$ cat src/rtl/sprite_ram_write_sched.sv
// rtl/sprite_ram_write_sched.sv - blanking-window write scheduler for the shared sprite RAM
module sprite_ram_write_sched #(
    parameter int DATA_WIDTH    = 8,
    parameter int ADDRESS_WIDTH = 8,
    parameter int FIFO_DEPTH    = 4,
    parameter int MAX_BURST     = 16
) (
    input  logic                          clk,
    input  logic                          reset,
    input  logic                          blank,
    input  logic                          wr_req,
    input  logic [ADDRESS_WIDTH-1:0]      wr_addr,
    input  logic [DATA_WIDTH-1:0]         wr_data,
    output logic                          wr_ready,
    input  logic [ADDRESS_WIDTH-1:0]      rd_addrPlayer,
    output logic                          ram_wEn,
    output logic [ADDRESS_WIDTH-1:0]      ram_addrPlayer,
    output logic [DATA_WIDTH-1:0]         ram_dataIn,
    output logic                          busy,
    output logic [$clog2(FIFO_DEPTH):0]   pending
);

    localparam int PTR_W   = $clog2(FIFO_DEPTH);
    localparam int CNT_W   = PTR_W + 1;
    localparam int BURST_W = $clog2(MAX_BURST + 1);

    localparam logic [1:0] S_IDLE    = 2'd0;
    localparam logic [1:0] S_WRITE   = 2'd1;
    localparam logic [1:0] S_RECOVER = 2'd2;

    logic [ADDRESS_WIDTH-1:0] fifo_addr_q [FIFO_DEPTH];
    logic [DATA_WIDTH-1:0]    fifo_data_q [FIFO_DEPTH];

    logic [1:0]               state_q, state_d;
    logic [PTR_W-1:0]         wr_ptr_q, wr_ptr_d;
    logic [PTR_W-1:0]         rd_ptr_q, rd_ptr_d;
    logic [CNT_W-1:0]         count_q, count_d;
    logic [BURST_W-1:0]       burst_q, burst_d;
    logic                     ram_wEn_q, ram_wEn_d;
    logic [ADDRESS_WIDTH-1:0] ram_addr_q, ram_addr_d;
    logic [DATA_WIDTH-1:0]    ram_dataIn_q, ram_dataIn_d;

    logic                     empty;
    logic                     full;
    logic                     push;
    logic                     pop;
    logic [BURST_W-1:0]       burst_inc;

    always_comb begin
        empty     = (count_q == '0);
        full      = (count_q == CNT_W'(FIFO_DEPTH));
        push      = wr_req && !full;
        burst_inc = burst_q + BURST_W'(1);
        pop       = (state_q == S_WRITE) && blank && !empty && (burst_q < BURST_W'(MAX_BURST));

        state_d      = state_q;
        burst_d      = burst_q;
        ram_wEn_d    = 1'b0;
        ram_addr_d   = ram_addr_q;
        ram_dataIn_d = ram_dataIn_q;
        wr_ptr_d     = push ? wr_ptr_q + PTR_W'(1) : wr_ptr_q;
        rd_ptr_d     = pop  ? rd_ptr_q + PTR_W'(1) : rd_ptr_q;
        count_d      = count_q + CNT_W'(push) - CNT_W'(pop);

        case (state_q)
            S_IDLE: begin
                if (blank && !empty) begin
                    state_d = S_WRITE;
                end
            end
            S_WRITE: begin
                if (pop) begin
                    ram_wEn_d    = 1'b1;
                    ram_addr_d   = fifo_addr_q[rd_ptr_q];
                    ram_dataIn_d = fifo_data_q[rd_ptr_q];
                    burst_d      = burst_inc;
                    // Keep streaming only if another pop is legal next cycle.
                    if (!(blank && (count_d != '0) && (burst_inc < BURST_W'(MAX_BURST)))) begin
                        state_d = S_RECOVER;
                    end
                end else begin
                    state_d = S_RECOVER;
                end
            end
            S_RECOVER: begin
                burst_d = '0;
                state_d = S_IDLE;
            end
            default: begin
                burst_d = '0;
                state_d = S_IDLE;
            end
        endcase
    end

    always_ff @(posedge clk or posedge reset) begin
        if (reset) begin
            state_q      <= S_IDLE;
            wr_ptr_q     <= '0;
            rd_ptr_q     <= '0;
            count_q      <= '0;
            burst_q      <= '0;
            ram_wEn_q    <= 1'b0;
            ram_addr_q   <= '0;
            ram_dataIn_q <= '0;
        end else begin
            state_q      <= state_d;
            wr_ptr_q     <= wr_ptr_d;
            rd_ptr_q     <= rd_ptr_d;
            count_q      <= count_d;
            burst_q      <= burst_d;
            ram_wEn_q    <= ram_wEn_d;
            ram_addr_q   <= ram_addr_d;
            ram_dataIn_q <= ram_dataIn_d;
        end
    end

    // Storage needs no reset: occupancy and pointers define which slots are valid.
    always_ff @(posedge clk) begin
        if (push) begin
            fifo_addr_q[wr_ptr_q] <= wr_addr;
            fifo_data_q[wr_ptr_q] <= wr_data;
        end
    end

    always_comb begin
        wr_ready       = !full;
        ram_wEn        = ram_wEn_q;
        ram_dataIn     = ram_dataIn_q;
        ram_addrPlayer = ram_wEn_q ? ram_addr_q : rd_addrPlayer;
        busy           = (state_q != S_IDLE);
        pending        = count_q;
    end

endmodule

$ cat config.mk
export PLATFORM = sky130hd
export DESIGN_NAME = sprite_ram_write_sched
export DESIGN_NICKNAME = d
export VERILOG_FILES = /design/src/rtl/sprite_ram_write_sched.sv
export SDC_FILE = /design/constraint.sdc
export NUM_CORES = 1
export LEC_CHECK = 0
export CAP_MARGIN = 10
export CORE_MARGIN = 2
export CORE_UTILIZATION = 30
export CTS_CLUSTER_SIZE = 10
export DETAILED_ROUTE_END_ITERATION = 16
export DONT_BUFFER_PORTS = 1
export SLEW_MARGIN = 0
export SYNTH_ARGS = -nofsm -noshare
export SYNTH_HDL_FRONTEND = slang
export SYNTH_SLANG_ARGS = --single-unit
$ cat constraint.sdc
create_clock -name clk -period 6.3 [get_ports clk]
set_input_delay 1.575 -clock clk [delete_from_list [all_inputs] [get_ports clk]]
set_output_delay 1.575 -clock clk [all_outputs]
set_load 0.1 [all_outputs]
==> results by group, run 1 <==
Layout
  • Nets: 239
  • N_diodes: 0
  • Commonest non-fill, non-tap cell in the layout: edfxtp_1
  • P&R area growth vs syn: 13.0%
  • Commonest cells after routing, fill and taps aside: 64 x edfxtp_1, 31 x dfrtp_1, 25 x mux2_2
  • Fin cells: 380
  • Layout cells sized above 1: 32.2%

Yosys
  • Top FF cell, synth: edfxtp_1
  • Synth Net Count: 232
  • Synthesized area: 3790 sq um
  • EDFF count, synth: 64
  • Synth Warn #: 0
  • FF+latch count, synth: 95
  • Asr flop ratio synth: 32.6%
  • Synth Area per Inst: 19.3 sq um
  • Seq/Total Area, Yosys: 71.1%
  • Gate Count Post-Synth: 196
  • Yosys cell types: 31

Setup path
  • Largest fanout on the critical path: 6
  • Crit path DAT: 4.49 ns
  • Crit Path Class: reg -> reg
  • CP Launch Type: flip-flop
  • Crit path required time: 6.52 ns
  • Crit. End Element: flip-flop

Job
  • Max cap viols: 0

Global route
  • Tot GR Track Use: 10.6%
  • Largest net degree at the start of global routing: 32
  • Grt ovf: 0
  • Global-route wire length before repair: 10100 um
  • Vias in the first global route: 1769
  • Antenna violations before repair: 0

Clocking
  • Postcts setup bufs: 0
  • Clk root buf: clkbuf_16
  • Clk_lat worst skew: 0.33 ns
  • Num CTS Buffers: 9
  • CTS tree: yes
  • Sink Count: 95
  • Clk buf depth: 2
  • H-tree depth: 3
  • CTS resizes: 0
  • Hold_buf cts: 0
  • Clock Pin Slew Worst Setup and Hold Paths: 0.06 ns

Timing
  • Tightest Pin Transition: 1.03 ns
  • Setup WS post-layout: 2.03 ns
  • Unrepaired setup endpoints after global routing: no
  • Final Cycle Share: 67.8%
  • FMAX: 234 MHz
  • Hold WS: 0.492 ns
  • Final hold viol count: 0
  • Setup TNS: 0 ns
  • Clock skew: 0.00760 ns
  • Min Tclk post-route: 4.27 ns
  • Slew Viols, Final: 0
  • Slew headroom: 31.5%
  • Setup violators final: 0

Routing
  • Total number of vias: 1678
  • DRC: 0
  • Vias per inst: 4.42
  • WL per Instance: 17.5 um
  • Post-Route WL: 6670 um
  • 1st-iter DRT viols: 68
  • Post-route ant nets: 0
  • DR pass1 iterations: 4

Placed design
  • DP Worst Slack: 2.06 ns
  • Placed cells: 364
  • Final Wtd Congestion: 0.658
  • Port Buf Inserts: 0
  • Post-detail-place hpwl: 4180 um

Floorplan
  • Die ar.: 13600 sq um
  • Num rows: 41
  • Die width: 116 um
  • Initial Util: 30.4%
  • Core area: 12500 sq um
  • I/O pins: 50
  • Die Y-Extent: 116 um

Min path
  • Hold/Removal Path Class: reg -> reg

Status
  • Status: finished, final reports clean
-- per-layer routing --
metal | vias to the layer above | share of wire [%] | global-route usage (%)
li1 | 775 | - | -
met1 | 856 | 42 | 12.4
met2 | 43 | 50 | 17.6
met3 | 4 | 7.0 | 3.74
met4 | 0 | 0.75 | 4.52
met5 | - | 0 | 0
-- stage by stage --
step	util (%)	cell area, sq um
CTS	34.4	4280
floorplan	-	3790
detailed placement	32.0	3990
global route	34.4	4280
global placement	32.0	3990
finish	34.4	4280
-- final cells by class --
class                           instances  area [sq um]
Inverter                               11          41.3
Fill cell                            1191          8180
Multi-Input combinational cell         83          1020
Tap cell                              172           215
Clock inverter                          6          62.6
Sequential cell                        95          2700
Clock buffer                           10           229
Timing Repair Buffer                    3          22.5
-- synth_stat cells (2+ instances only) --
cell type / n / area share, %
ha_1: 7 / 2.3
mux4_2: 16 / 9.5
o31ai_1: 2 / 0.40
buf_4: 2 / 0.40
xnor2_1: 3 / 0.69
buf_2: 3 / 0.40
nand3_1: 5 / 0.66
dfrtp_1: 31 / 20
and3_1: 4 / 0.66
mux2_2: 25 / 7.4
o21ai_0: 2 / 0.26
inv_1: 11 / 1.1
mux2i_1: 2 / 0.53
clkbuf_1: 2 / 0.20
edfxtp_1: 64 / 51
nand2_1: 2 / 0.20
-- final timing paths --
kind | slack (ns) | cells after the start | to | from
max in group asynchronous | 4.78 | 2 | ram_addr_q[3] | reset
worst max-delay path | 2.03 | 10 | state_q[0] | pending[1]
min in group asynchronous | 1.21 | 2 | ram_addr_q[0] | reset
worst min register to register | 0.49 | 1 | burst_q[3] | burst_q[3]
worst max register to register | 2.03 | 10 | state_q[0] | pending[1]
worst min-delay path | 0.49 | 1 | burst_q[3] | burst_q[3]
-- state kept, by name, summed over array words and instances, names as in the netlist --
name	flops
fifo_addr_q	32
ram_wEn	1
fifo_data_q	32
rd_ptr_q	2
ram_addr_q	8
wr_ptr_q	2
ram_dataIn	8
burst_q	5
pending	3
state_q	2
-- cell families after synthesis --
| family | Yosys count | synth area share (%) |
|---|---|---|
| AO/OA/AOI/OAI | 9 | 2.01 |
| AND/OR/NAND/NOR | 19 | 3.20 |
| multiplexers | 43 | 17.5 |
| flip-flops | 95 | 71.1 |
| buffers and inverters | 18 | 2.08 |
| adder cells (fa/ha/maj) | 8 | 2.84 |
| XOR/XNOR | 4 | 1.29 |
-- critical path: stages, from the launching register on --
cell and delay (ns):
dfrtp_1 1.02, or3b_1 0.92, and2_1 0.31, inv_1 0.06, ha_1 0.27, inv_1 0.04
ha_1 0.18, fa_1 0.36, xnor3_1 0.39, or3_4 0.35, a31o_2 0.25
Power of run 1 is not shown: default switching activity piles up to over one toggle a cycle in this logic, so the estimate is an artifact.
==> run 2: changes to the inputs <==
==> constraint.sdc (replaced) <==
create_clock -name clk -period 4.4 [get_ports clk]
set_input_delay 1.1 -clock clk [delete_from_list [all_inputs] [get_ports clk]]
set_output_delay 1.1 -clock clk [all_outputs]
set_load 0.1 [all_outputs]
==> run 2 against run 1 <==
Via count up 0.30%; wire length down 0.94%; sequential share of layout area down 0.87 points; clock skew about the same; fmax up 25%; first-iteration DRC count up 18%; register-to-register slack worse by 1.0 ns; utilization up 0.48 points; critical path type unchanged.
==> results by group, run 2 (same netlist as run 1, synthesis figures left out) <==
Status
  • Status: finished, final reports clean

Layout
  • Layout cells sized above 1: 33.5%
  • Commonest non-fill, non-tap cell in the layout: edfxtp_1
  • N_diodes: 0
  • Largest registers: fifo_addr_q x32, fifo_data_q x32
  • Commonest cells after routing, fill and taps aside: 64 x edfxtp_1, 31 x dfrtp_1, 25 x mux2_2
  • Fin cells: 384
  • Final instance area: 4340 sq um
  • P&R area growth vs syn: 14.5%
  • Filler Cell Count: 1182
  • Nets: 243

Setup path
  • Crit path DAT: 3.64 ns
  • CP Launch Type: flip-flop
  • Crit path required time: 4.63 ns
  • Slowest CP cell: xnor3_1
  • Largest fanout on the critical path: 6
  • Slowest stage delay, CP: 0.40 ns
  • Crit Path Class: reg -> reg
  • Crit. End Element: flip-flop
  • Cell Chain, Critical Path: buf_4 -> or3b_1 -> buf_4 -> and2_1 -> inv_1 -> ha_1 -> inv_1 -> ha_1 -> fa_1 -> xnor3_1 -> or3_4 -> a311oi_2

Routing
  • Post-Route WL: 6600 um
  • Post-route ant nets: 0
  • Vias per inst: 4.38
  • DRC: 0
  • 1st-iter DRT viols: 80
  • Total number of vias: 1683
  • WL per Instance: 17.2 um
  • DR pass1 iterations: 4

Timing
  • Tightest Pin Transition: 0.923 ns
  • Setup violators final: 0
  • Clock skew: 0.00774 ns
  • Final Cycle Share: 77.4%
  • Slew Viols, Final: 0
  • FMAX: 294 MHz
  • Final hold viol count: 0
  • Setup TNS: 0 ns
  • Slew headroom: 38.5%
  • Min Tclk post-route: 3.41 ns
  • Setup WS post-layout: 0.995 ns
  • Unrepaired setup endpoints after global routing: no

Floorplan
  • Die ar.: 13600 sq um
  • Num rows: 41
  • Die Y-Extent: 116 um
  • Die width: 116 um
  • Core area: 12500 sq um
  • I/O pins: 50
  • Initial Util: 30.4%

Global route
  • Grt ovf: 0
  • Largest net degree at the start of global routing: 32
  • Global-route wire length before repair: 10100 um
  • Tot GR Track Use: 10.5%
  • Antenna violations before repair: 0
  • Vias in the first global route: 1773

Clocking
  • Clk_lat worst skew: 0.33 ns
  • H-tree depth: 3
  • CTS resizes: 0
  • Sink Count: 95
  • Clk root buf: clkbuf_16
  • Postcts setup bufs: 0
  • Hold_buf cts: 0
  • Clk buf depth: 2
  • CTS tree: yes
  • Num CTS Buffers: 9
  • Clock Pin Slew Worst Setup and Hold Paths: 0.06 ns

Placed design
  • Post-detail-place hpwl: 4260 um
  • DP Worst Slack: 1.01 ns
  • Placed cells: 368
  • Final Wtd Congestion: 0.654
  • Placed Area: 4020 sq um
  • Port Buf Inserts: 0

Job
  • Max cap viols: 0

Min path
  • Hold/Removal Path Class: reg -> reg
==> run 2: cell types whose count changed in the layout (fill, tap and decap cells not counted) <==
cell	before	now
clkinv_4	2	0
bufinv_16	1	2
inv_6	0	2
clkinvlp_4	0	2
clkinv_2	3	0
buf_4	3	7
==> run 2: metrics by stage <==
step | util (%) | hold WS, ns
final | 34.8 | 0.480
after floorplan | - | 0.447
after CTS | 34.8 | 0.486
after detailed placement | 32.3 | 0.478
after global placement | 32.3 | 0.485
after global routing | 34.8 | 0.531
==> run 2: final timing paths <==
path / slack [ns] / cells after the start / from / end
worst max-delay path: 0.99 / 12 / pending[2] / state_q[1]
max in group asynchronous: 3.33 / 2 / reset / ram_dataIn[6]
worst max register to register: 0.99 / 12 / pending[2] / state_q[1]
worst min-delay path: 0.48 / 1 / burst_q[3] / burst_q[3]
worst min register to register: 0.48 / 1 / burst_q[3] / burst_q[3]
min in group asynchronous: 0.75 / 2 / reset / ram_addr_q[6]
==> run 2: routing by layer <==
layer / wire, um / share of wire, % / GRT usage [%] / up-vias
li1: - / - / - / 785
met3: 402 / 6.1 / 3.27 / 4
met5: 0 / 0 / 0 / -
met1: 2810 / 43 / 12.6 / 853
met2: 3340 / 50 / 17.4 / 41
met4: 54 / 0.82 / 4.76 / 0
==> run 2: final cells by class <==
type                    instances  area (sq um)  area share [%]
flip-flops and latches         95          2700            62.1
multi-input cells              83          1020            23.4
clock inverters                 6          92.6            2.13
repair buffers                  7          52.6            1.21
clock buffers                  10           229            5.27
inverters                      11          41.3           0.950
well taps                     172           215            4.95
==> run 2: worst max-delay path, delay by kind of cell (launching register included) <==
family                     cells  cell delay (ns)
and+or+nand+nor                3             0.97
DFF                            1             0.33
adders and majority gates      3             0.68
AOI/OAI and AO/OA              1             0.27
xor gates and xnor gates       1             0.40
buffers and inverters          4             0.66
Power of run 2 is left out for the same reason.
==> run 3: changes to the inputs <==
==> constraint.sdc (replaced) <==
create_clock -name clk -period 3.5 [get_ports clk]
set_input_delay 0.875 -clock clk [delete_from_list [all_inputs] [get_ports clk]]
set_output_delay 0.875 -clock clk [all_outputs]
set_load 0.1 [all_outputs]
==> run 3 against run 2 <==
Wire length is 5.1% higher; via count is 4.2% higher; first-iteration DRC count is 46% lower; final area is 0.63% higher; clock-buffer cell count stayed put; sequential share of layout area is 0.31 points lower; global-route usage is 0.64 points higher; fmax is 16% higher; flip-flop and latch count stayed put; critical endpoint unchanged.
==> results by group, run 3 (same netlist as run 1, synthesis figures left out) <==
Layout
  • Utilization after layout: 35.1%
  • Commonest cells after routing, fill and taps aside: 64 x edfxtp_1, 28 x dfrtp_1, 25 x mux2_2
  • Layout cells sized above 1: 36.3%
  • Filler Cell Count: 1179
  • Largest registers: fifo_addr_q x32, fifo_data_q x32
  • Commonest non-fill, non-tap cell in the layout: edfxtp_1
  • P&R area growth vs syn: 15.3%
  • Nets: 246
  • N_diodes: 0

Timing
  • Min Tclk post-route: 2.94 ns
  • Clock skew: 0.00612 ns
  • Slew headroom: 32.7%
  • Tightest Pin Transition: 1.01 ns
  • Slew Viols, Final: 0
  • Final hold viol count: 0
  • Unrepaired setup endpoints after global routing: no
  • Final Cycle Share: 84.1%
  • Setup violators final: 0
  • Setup TNS: 0 ns
  • FMAX: 340 MHz

Setup path
  • Top cell family by delay on the critical path: adder cells
  • Crit Path Class: reg -> reg
  • CP Launch Type: flip-flop
  • Cell Chain, Critical Path: o31a_2 -> nand2_2 -> inv_1 -> ha_1 -> inv_1 -> ha_1 -> fa_1 -> xnor3_1 -> or3_4 -> a311oi_2
  • Reg2Reg Depth: 10
  • Flop2flop setup slack: 0.56 ns
  • Largest fanout on the critical path: 6
  • Crit. End Element: flip-flop
  • Crit path required time: 3.74 ns
  • RR Endpoint: state_q[1]
  • Slowest stage delay, CP: 0.42 ns
  • CP Buf/Inv Count: 2
  • Crit path DAT: 3.19 ns
  • Slowest CP cell: dfrtp_2
  • Reg2reg start: pending[1]

Routing
  • DRC: 0
  • 1st-iter DRT viols: 43
  • Total number of vias: 1753
  • Post-Route WL: 6940 um
  • WL per Instance: 17.9 um
  • Vias per inst: 4.53
  • DR pass1 iterations: 4
  • Post-route ant nets: 0

Clocking
  • Hold_buf cts: 0
  • Sink Count: 95
  • CTS tree: yes
  • H-tree depth: 3
  • Clk buf depth: 2
  • Clock Pin Slew Worst Setup and Hold Paths: 0.06 ns
  • Num CTS Buffers: 9
  • Clk_lat worst skew: 0.34 ns
  • Clk root buf: clkbuf_16
  • CTS resizes: 0
  • Postcts setup bufs: 0

Floorplan
  • Die Y-Extent: 116 um
  • Die ar.: 13600 sq um
  • Core area: 12500 sq um
  • Num rows: 41
  • I/O pins: 50
  • Die width: 116 um
  • Initial Util: 30.4%

Job
  • Max cap viols: 0

Placed design
  • Post-detail-place hpwl: 4270 um
  • Port Buf Inserts: 0
  • Final Wtd Congestion: 0.668

Min path
  • Worst hold start: burst_q[3]
  • Worst Hold Depth: 1
  • Hold/Removal Path Class: reg -> reg
  • Hold EP: burst_q[3]

Global route
  • Antenna violations before repair: 0
  • Global-route wire length before repair: 10500 um
  • Vias in the first global route: 1811
  • Grt ovf: 0
  • Tot GR Track Use: 11.1%
  • Largest net degree at the start of global routing: 32

Status
  • Status: finished, final reports clean
[run 3: layout make-up]
class / count / area [sq um] / share of cell area, %
Tap cell: 172 / 215 / 4.92
Multi-Input combinational cell: 83 / 1020 / 23.3
Inverter: 11 / 41.3 / 0.944
Sequential cell: 95 / 2700 / 61.8
Timing Repair Buffer: 10 / 75.1 / 1.72
Clock inverter: 6 / 91.3 / 2.09
Clock buffer: 10 / 229 / 5.24
[run 3: routing by layer]
metal  routed length (um)  GRT usage, %
met1                 2760          12.9
met2                 3560          18.3
met4                  126          4.76
met3                  495          4.51
met5                    0             0
[run 3: how the worst max path moves through the flow]
stage               startpoint          to  slack [ns]  depth (start not counted)
detailed placement       blank  state_q[1]        0.35                         10
floorplan           pending[2]  state_q[0]        0.15                         10
CTS                 pending[1]  state_q[1]        0.53                         10
global route        pending[1]  state_q[1]        0.42                         10
finish              pending[1]  state_q[1]        0.56                         10
global placement         blank  state_q[0]        0.39                         10
[run 3: metrics by stage]
stage | std cells | setup slack (ns) | area, sq um | hold WS, ns
after floorplan | 196 | 0.154 | 3800 | 0.447
after global placement | 371 | 0.391 | 4050 | 0.480
after detailed placement | 371 | 0.350 | 4050 | 0.476
after CTS | 387 | 0.527 | 4370 | 0.491
after global routing | 387 | 0.419 | 4370 | 0.511
final | 387 | 0.557 | 4370 | 0.488
Power of run 3 is left out for the same reason.
